**src/rtl/mult_div_unit_pkg.sv**
```systemverilog
// Shared op/state encodings and op-decoding helpers for the iterative multiply/divide unit.
package mult_div_unit_pkg;

  typedef enum logic [1:0] {
    MD_OP_MULT  = 2'b00,
    MD_OP_MULTU = 2'b01,
    MD_OP_DIV   = 2'b10,
    MD_OP_DIVU  = 2'b11
  } md_op_t;

  typedef enum logic [1:0] {
    MD_IDLE = 2'b00,
    MD_RUN  = 2'b01,
    MD_DONE = 2'b10
  } md_state_t;

  function automatic logic op_is_signed(input logic [1:0] op);
    return ~op[0];
  endfunction

  function automatic logic op_is_div(input logic [1:0] op);
    return op[1];
  endfunction

endpackage

```
**src/rtl/mult_div_unit_conditional_negate.sv**
```systemverilog
// Two's-complement negate-or-pass: out = neg ? -in : in.
module conditional_negate #(
  parameter int N = 32
) (
  input  logic [N-1:0] in,
  input  logic         neg,
  output logic [N-1:0] out
);

  assign out = neg ? (~in + {{(N-1){1'b0}}, 1'b1}) : in;

endmodule

```
**src/rtl/mult_div_unit.sv**
```systemverilog
// Iterative radix-2 multiply/divide unit (MULT, MULTU, DIV, DIVU) with HI/LO result registers.
// Optional MULTDIV_EARLY_OUT_EN: multiplies finish once the remaining multiplier magnitude is zero.
module mult_div_unit
  import mult_div_unit_pkg::*;
#(
  parameter int N = 32
) (
  input  logic         clock,
  input  logic         reset,
  input  logic         start,
  input  logic [1:0]   op,
  input  logic [N-1:0] inA,
  input  logic [N-1:0] inB,
  output logic         busy,
  output logic         done,
  output logic         div_by_zero,
  output logic [N-1:0] hi,
  output logic [N-1:0] lo
);

  localparam int CW = $clog2(N + 1);
  localparam logic [CW-1:0] LAST = CW'(N - 1);

  md_state_t state;
  logic           is_mul_reg, dz_reg, sign_q_reg, sign_r_reg;
  logic [CW-1:0]  cnt_reg;
  logic [2*N-1:0] mcand_reg, prod_reg;
  logic [N-1:0]   mplier_reg, rem_reg, quo_reg, divisor_reg;

  logic           in_signed, in_div, in_dz;
  logic [N-1:0]   a_mag, b_mag;
  logic [2*N-1:0] prod_next, prod_fix;
  logic [N-1:0]   mplier_next, rem_next, quo_next, rem_fix, quo_fix;
  logic [N:0]     shifted;
  logic           take, mul_last, last;

  assign in_signed = op_is_signed(op);
  assign in_div    = op_is_div(op);
  assign in_dz     = in_div && (inB == '0);

  // A zero-divisor op keeps the raw dividend in quo_reg so it can be committed to hi unchanged.
  conditional_negate #(.N(N)) u_neg_a (.in(inA), .neg(in_signed && inA[N-1] && !in_dz), .out(a_mag));
  conditional_negate #(.N(N)) u_neg_b (.in(inB), .neg(in_signed && inB[N-1]), .out(b_mag));

  assign prod_next   = prod_reg + (mplier_reg[0] ? mcand_reg : '0);
  assign mplier_next = mplier_reg >> 1;

  // Restoring division step on unsigned magnitudes; the partial remainder never reaches the divisor.
  assign shifted  = {rem_reg, quo_reg[N-1]};
  assign take     = shifted >= {1'b0, divisor_reg};
  assign rem_next = N'(take ? shifted - {1'b0, divisor_reg} : shifted);
  assign quo_next = {quo_reg[N-2:0], take};

  conditional_negate #(.N(2*N)) u_neg_p (.in(prod_next), .neg(sign_q_reg), .out(prod_fix));
  conditional_negate #(.N(N))   u_neg_q (.in(quo_next),  .neg(sign_q_reg), .out(quo_fix));
  conditional_negate #(.N(N))   u_neg_r (.in(rem_next),  .neg(sign_r_reg), .out(rem_fix));

`ifdef MULTDIV_EARLY_OUT_EN
  assign mul_last = (mplier_next == '0);
`else
  assign mul_last = (cnt_reg == LAST);
`endif

  assign last = dz_reg || (is_mul_reg ? mul_last : (cnt_reg == LAST));

  always_ff @(posedge clock or negedge reset) begin
    if (!reset) begin
      state       <= MD_IDLE;
      busy        <= 1'b0;
      done        <= 1'b0;
      div_by_zero <= 1'b0;
      hi          <= '0;
      lo          <= '0;
      is_mul_reg  <= 1'b0;
      dz_reg      <= 1'b0;
      sign_q_reg  <= 1'b0;
      sign_r_reg  <= 1'b0;
      cnt_reg     <= '0;
      mcand_reg   <= '0;
      prod_reg    <= '0;
      mplier_reg  <= '0;
      rem_reg     <= '0;
      quo_reg     <= '0;
      divisor_reg <= '0;
    end else begin
      done        <= 1'b0;
      div_by_zero <= 1'b0;
      if (state == MD_RUN) begin
        cnt_reg    <= cnt_reg + 1'b1;
        prod_reg   <= prod_next;
        mcand_reg  <= mcand_reg << 1;
        mplier_reg <= mplier_next;
        rem_reg    <= rem_next;
        quo_reg    <= quo_next;
        if (last) begin
          state <= MD_DONE;
          busy  <= 1'b0;
          done  <= 1'b1;
          if (dz_reg) begin
            hi          <= quo_reg;
            lo          <= '1;
            div_by_zero <= 1'b1;
          end else if (is_mul_reg) begin
            {hi, lo} <= prod_fix;
          end else begin
            hi <= rem_fix;
            lo <= quo_fix;
          end
        end
      end else if (start) begin
        state       <= MD_RUN;
        busy        <= 1'b1;
        is_mul_reg  <= !in_div;
        dz_reg      <= in_dz;
        sign_q_reg  <= in_signed && (inA[N-1] ^ inB[N-1]);
        sign_r_reg  <= in_signed && in_div && inA[N-1];
        cnt_reg     <= '0;
        mcand_reg   <= {{N{1'b0}}, a_mag};
        prod_reg    <= '0;
        mplier_reg  <= b_mag;
        rem_reg     <= '0;
        quo_reg     <= a_mag;
        divisor_reg <= b_mag;
      end else begin
        state <= MD_IDLE;
      end
    end
  end

endmodule

```
**config.mk**
```make
export PLATFORM = sky130hd
export DESIGN_NAME = mult_div_unit
export DESIGN_NICKNAME = d
export VERILOG_FILES = /design/src/rtl/mult_div_unit_pkg.sv /design/src/rtl/mult_div_unit_conditional_negate.sv /design/src/rtl/mult_div_unit.sv
export SDC_FILE = /design/constraint.sdc
export NUM_CORES = 1
export LEC_CHECK = 0
export ABC_CLOCK_PERIOD_IN_PS = 7400
export BUFFER_PORTS_ARGS = -buffer_cell sky130_fd_sc_hd__clkbuf_2
export CORE_ASPECT_RATIO = 1.25
export CORE_MARGIN = 2
export CORE_UTILIZATION = 25
export CTS_CLUSTER_SIZE = 25
export DETAILED_ROUTE_END_ITERATION = 16
export SLEW_MARGIN = 5
export SYNTH_ARGS = -nofsm -noshare
export SYNTH_HDL_FRONTEND = slang
export SYNTH_SLANG_ARGS = --single-unit
```
**constraint.sdc**
```tcl
create_clock -name clock -period 7.4 [get_ports clock]
set_input_delay 0.74 -clock clock [delete_from_list [all_inputs] [get_ports clock]]
set_output_delay 0.74 -clock clock [all_outputs]
set_load 0.01 [all_outputs]
```
* After elaboration in Yosys (flattened, before gate mapping)
Index checks and enable logic that the tools add are counted.
** Operators by class
- $add $sub $neg :: 8
- Magnitude comparators :: 1
- Equality and inequality tests :: 3
- Muxes and demuxes :: 34
- Bitwise gates (word level) :: 8
- Reduce and logical (&&, ||, !) cells :: 15
** Operators by type and width (count)
- $mux W32 :: 15
- $mux W64 :: 6
- $add A32 B1 Y32 const B :: 4
- $not A32 Y32 :: 4
- $add A64 B1 Y64 const B :: 1
- $add A64 B64 Y64 :: 1
- $not A64 Y64 :: 1
- $ge A33 B32 Y1 :: 1
- $logic_not A32 Y1 :: 1
- $sub A32 B32 Y32 :: 1
- $mux W6 :: 2
- $mux W1 :: 9
- $logic_and A1 B1 Y1 :: 7
- $add A6 B1 Y6 const B :: 1
- $eq A6 B5 Y1 const B :: 1
- $reduce_and A2 Y1 :: 3
- $mux W2 :: 2
- $eq A2 B1 Y1 const B :: 1
- $logic_not A1 Y1 :: 2
- $ne A2 B2 Y1 const B :: 1
- $not A1 Y1 :: 2
- $reduce_bool A2 Y1 :: 1
- $logic_or A1 B1 Y1 :: 1
- $xor A1 B1 Y1 :: 1
** Word-level totals
- Flip-flop bits (word level) :: 335
- Bits of input ports :: 69
- Output and inout port bits :: 67
- Logic and storage cells :: 86

* Logic depth before layout (Yosys ltp)
- Word-level depth :: 7
- Gate-level depth with buffers :: 24
- Gate-level depth less buffers :: 19

* Cells and area by module
From an unflattened synthesis, not the netlist that was laid out.
** Second synthesis, totals
- Cells, all modules :: 3026
- Area, all modules :: 26208.9 sq um
** Modules (own cells, without submodules)
- mult_div_unit :: instances 1, cells each 2433, area an instance 21570.7 sq um, sequential area each 8383.0 sq um
- conditional_negate at u_neg_a ... :: instances 4, cells each 99, area an instance 777.0 sq um, sequential area each 0.0 sq um
- conditional_negate at u_neg_p :: instances 1, cells each 197, area an instance 1530.2 sq um, sequential area each 0.0 sq um

* Worst setup path after synthesis
OpenSTA, ideal clock, no wires.
- Kind :: register to register
- From :: register rem_reg[3]
- To :: register hi[18]
- Setup time :: 0.126 ns
- Arrival :: 5.664 ns
- Required time :: 7.274 ns
- Setup slack :: 1.610 ns
- Cell stages (with the launch flop) :: 23
- Buffers on the path :: 5
- Clock period less this slack :: 5.790 ns
- Cells stage by stage :: dfrtp_1 ha_1 clkbuf_1 o2111ai_1 a2111o_1 a311oi_1 or2_2 clkbuf_1 clkbuf_1 clkbuf_1 clkbuf_1 nand2_1 o21ai_0 ha_1 o211ai_1 nor4_1 nor4bb_1 a41oi_1 o21ai_0 xnor2_1 a221oi_1 nor2_1 a221o_1
** Between the ends
- Word-level cells in the longest chain between the ends :: 7
- Elaborated cells between the ends (all ways) :: 8
- Classes of those cells :: 2 x add/sub; 1 x order compare; 4 x mux; 1 x bitwise
** RTL lines
- start, declared :: RTL line mult_div_unit.sv:28 : logic [N-1:0] mplier_reg, rem_reg, quo_reg, divisor_reg;
- start signal, assigned :: RTL line mult_div_unit.sv:93 : rem_reg <= rem_next;
- $sub A32 B32 Y32 or $ge A33 B32 Y1 (tied branches) :: RTL line mult_div_unit.sv:51, mult_div_unit.sv:50
- $mux W32 (*) :: RTL line mult_div_unit.sv:51 : assign rem_next = N'(take ? shifted - {1'b0, divisor_reg} : shifted);
- $not A32 Y32 :: RTL line mult_div_unit_conditional_negate.sv:10 : assign out = neg ? (~in + {{(N-1){1'b0}}, 1'b1}) : in;
- $add A32 B1 Y32 :: RTL line mult_div_unit_conditional_negate.sv:10
- $mux W32 (*) :: RTL line mult_div_unit_conditional_negate.sv:10
- $mux W32 (*) :: RTL line mult_div_unit.sv:103 : end else if (is_mul_reg) begin
- $mux W32 (*) :: RTL line mult_div_unit.sv:99 : if (dz_reg) begin
- end signal, assigned :: RTL line mult_div_unit.sv:100 : hi <= quo_reg;
- end signal, assigned :: RTL line mult_div_unit.sv:104 : {hi, lo} <= prod_fix;
- end signal, assigned :: RTL line mult_div_unit.sv:106 : hi <= rem_fix;
- end, declared :: RTL line mult_div_unit.sv:17 : output logic [N-1:0] hi,
Every way passes the cells marked *; elsewhere a longest branch is shown, timed or not.
A chain may end at the register's enable or synchronous reset.

* Worst setup path in the final report
- From :: register mplier_reg[0]
- To :: register hi[21]
** Between the ends
- Word-level cells in the longest chain between the ends :: 7
** RTL lines
- start, declared :: RTL line mult_div_unit.sv:28
- start signal, assigned :: RTL line mult_div_unit.sv:92 : mplier_reg <= mplier_next;
- start signal, assigned :: RTL line mult_div_unit.sv:120 : mplier_reg <= b_mag;
- $mux W64 (*) :: RTL line mult_div_unit.sv:45 : assign prod_next = prod_reg + (mplier_reg[0] ? mcand_reg : '0);
- $add A64 B64 Y64 (*) :: RTL line mult_div_unit.sv:45
- $not A64 Y64 :: RTL line mult_div_unit_conditional_negate.sv:10
- $add A64 B1 Y64 :: RTL line mult_div_unit_conditional_negate.sv:10
- $mux W64 (*) :: RTL line mult_div_unit_conditional_negate.sv:10
- $mux W32 (*) :: RTL line mult_div_unit.sv:103
- $mux W32 (*) :: RTL line mult_div_unit.sv:99
Marks and branches as above.

==> metrics.txt <==
Post-CTS Setup Bufs 0; layout cells sized above 1 about 8.5%; number of port buffers 135; Post-CTS Hold Fix Bufs 0; Final #Nets 3663; first-pass GRT wire length approximately 170000 um; Worst-path clk slew ~60 ps; Synth Area in XOR/XNOR ~6%; area share of fa/ha/maj cells after synthesis about 4.8%; Core ar. roughly 110000 um2; Clock Path Buffers 3; synth warn 0; die area 112000 um2; Die X about 300 um; Routed Antenna Nets 0; MaxCap Viol Count 0; Cell Pwr Density about 500 nW/um2; row count between 100 and 150; slowest stage delay, CP about 870 ps; synthesized flop and latch total approximately 340; GP Congestion just over 1; RR Endpoint hi[21]; RR Startpoint mplier_reg[0]; Critical Path AT between 6000 and 7000 ps; R2R Setup Slk roughly 1000 ps; setup ws final roughly 1000 ps; Total Routed Length ~110000 um; total gr overflow 0; CTS tree built; final worst-path cycle share 86.5%; Setup CP Type flop to flop; num ports roughly 140; CP startpoint mplier_reg[0]; mux contribution to synthesized area 1.62%; sequential fraction of the synthesis area around 31%; non-filler instance count after layout slightly below 5000; crit-path max FO 43; Hold Path Class primary input to async pin; Worst Tran Pin Value approximately 1100 ps; initial antenna violation count 3; Largest delay share family, worst path compound AO/OA/AOI/OAI gates; vias in the first global route ~26000; Crit path top cell by count a211oi_1; critical path, cell by cell buf_4, and2_1, ha_1, a21oi_1, o21ai_0, a21o_1, a211oi_1, xnor2_1, or4b_1, nor4_1, nand2_1, nor3_1, a211oi_1, o21a_1, o31ai_1; main combinational cell family by area after synthesis simple AND/OR/NAND/NOR gates; Bufs and invs on worst path 1; crit path to hi[21]; Levels on crit path 15; drt drc 0; Clock Skew about 32 ps; Post-synth EDFFs 0; All-Layer GR Usage roughly a fifth; Final Setup Violations 0; Mapped Area roughly 27000 um2; Compound-Gate Fraction of Synth Area between 20 and 25%; cell count after placement around 4900; DRT iter0 DRCs ~2700; Avg Inst Size Synth a little under 8 um2; Via-to-Cell Ratio 5.55; R2R depth 15; most common flop cell mapped by yosys dfrtp_1; Slew HR approximately 29%; H-tree levels 2; routed length per instance 22.9 um; post-synthesis cell count ~3500; critical path startpoint category flop; Final Max Tran Viols 0; unrepaired setup endpoints after global routing false; HPWL after DPL 87200 um; Worst setup EP type flop; endpoints failing hold 0; slowest stage cell, crit path a211oi_1; pre-CTS WS between 1000 and 1500 ps; clk sink count between 300 and 400; Clock Latency Late Sink 610 ps; required time of the critical path about 7900 ps; Initial Util between 20% and 30%; largest net degree at the start of global routing roughly 180; status finished, final reports clean; Simple-Gate Fraction of Synth Area 27.7%; synth unique cells 90; Leak ~0.013 uW; chip height around 370 um; Synth Net Count 3682; Synth-to-Final Area Change 12.3%; Total Neg Setup Slack 0 ps; post-cts gate resize count 0; Post-synth ARST share 100%; First-pass DRT Iterations 6; vias around 28000; total power between 15000 and 20000 uW; fmax roughly 0.16 GHz; Root Driver clkbuf_16; CTS Buf Count 41; crit path time final 6400 ps; worst IR drop on VDD roughly 0.00023 V
-- Yosys cell counts (all sizes together) (25+ instances only) --
| library cell | number | area (um2) |
|---|---|---|
| a211o | 68 | 596 |
| a211oi | 28 | 220 |
| a21o | 41 | 308 |
| a21oi | 230 | 1150 |
| a31oi | 25 | 156 |
| and2 | 91 | 569 |
| and3 | 37 | 231 |
| clkbuf | 223 | 837 |
| dfrtp | 335 | 8380 |
| ha | 101 | 1260 |
| inv | 76 | 285 |
| mux2i | 33 | 330 |
| nand2 | 478 | 1790 |
| nand3 | 53 | 265 |
| nand3b | 138 | 1040 |
| nand4 | 70 | 438 |
| nor2 | 272 | 1020 |
| nor3 | 85 | 425 |
| nor3b | 64 | 480 |
| nor4 | 38 | 238 |
| o21a | 30 | 225 |
| o21ai | 343 | 1720 |
| o31ai | 53 | 398 |
| or2 | 26 | 163 |
| or3 | 46 | 293 |
| xnor2 | 87 | 762 |
| xor2 | 100 | 876 |
-- power by group --
| group | switching [uW] | internal [uW] | total (uW) |
|---|---|---|---|
| combinational | 6390 | 3240 | 9620 |
| clock | 898 | 1270 | 2170 |
| sequential | 977 | 2660 | 3630 |
| total | 8260 | 7160 | 15400 |
-- cell families (layout without fill, tap and decap cells) --
kind of cell,Yosys count,after routing
other,0,2
multiplexers,40,40
AO/OA/AOI/OAI,1050,1050
AND/OR/NAND/NOR,1479,1479
XOR/XNOR,187,187
buffers and inverters,316,330
flip-flops,335,335
adder cells (fa/ha/maj),103,103
-- worst min-delay path by stage --
stage / start / end / slack (ps) / depth (start not counted)
finish: reset / mplier_reg[12] / 80 / 1
CTS: reset / prod_reg[34] / 80 / 1
global placement: mplier_reg[2] / mplier_reg[1] / 460 / 2
global route: reset / mplier_reg[11] / 110 / 1
floorplan: reset / busy / 440 / 0
detailed placement: mplier_reg[31] / mplier_reg[31] / 470 / 2
-- cells in the final DEF (no fill, tap or decap), types with 76 or more instances in the layout --
cell and instances:
ha_1 101, nor3_1 85, nor2_1 271, nand2_1 476, clkbuf_2 133, inv_1 76
xnor2_1 87, xor2_1 100, o21ai_0 332, and2_1 90, a21oi_1 230, dfrtp_1 333
nand3b_1 138
-- worst register-to-register path, cell delays in order, from the launching register on --
cell and delay [ps]:
dfrtp_1 610, buf_4 470, and2_1 210, ha_1 340
a21oi_1 300, o21ai_0 330, a21o_1 280, a211oi_1 870
xnor2_1 290, or4b_1 570, nor4_1 380, nand2_1 310
nor3_1 730, a211oi_1 180, o21a_1 220, o31ai_1 200
-- metal layers --
layer | part of all wire (%) | GRT usage [%]
met4 | 6.1 | 10.6
met2 | 46 | 32.3
met1 | 42 | 24.9
met3 | 5.8 | 2.74
met5 | 0 | 0
-- cell type report --
| class | count | area [um2] |
|---|---|---|
| Sequential cell | 335 | 8390 |
| Antenna cell | 2 | 5.00 |
| Clock buffer | 61 | 1200 |
| Tap cell | 1438 | 1800 |
| Clock inverter | 15 | 211 |
| Fill cell | 11780 | 77700 |
| Timing Repair Buffer | 176 | 1020 |
| Multi-Input combinational cell | 2859 | 17800 |
| Inverter | 78 | 293 |
-- metrics by stage --
step,hold slack (ps),instance area [um2],utilization [%]
detailed placement,465,29300,27.0
global placement,460,29300,27.0
global route,115,30700,28.3
floorplan,444,27300,-
finish,83.0,30700,28.3
CTS,79.5,30700,28.3
Power figures use the tool's default switching activity.
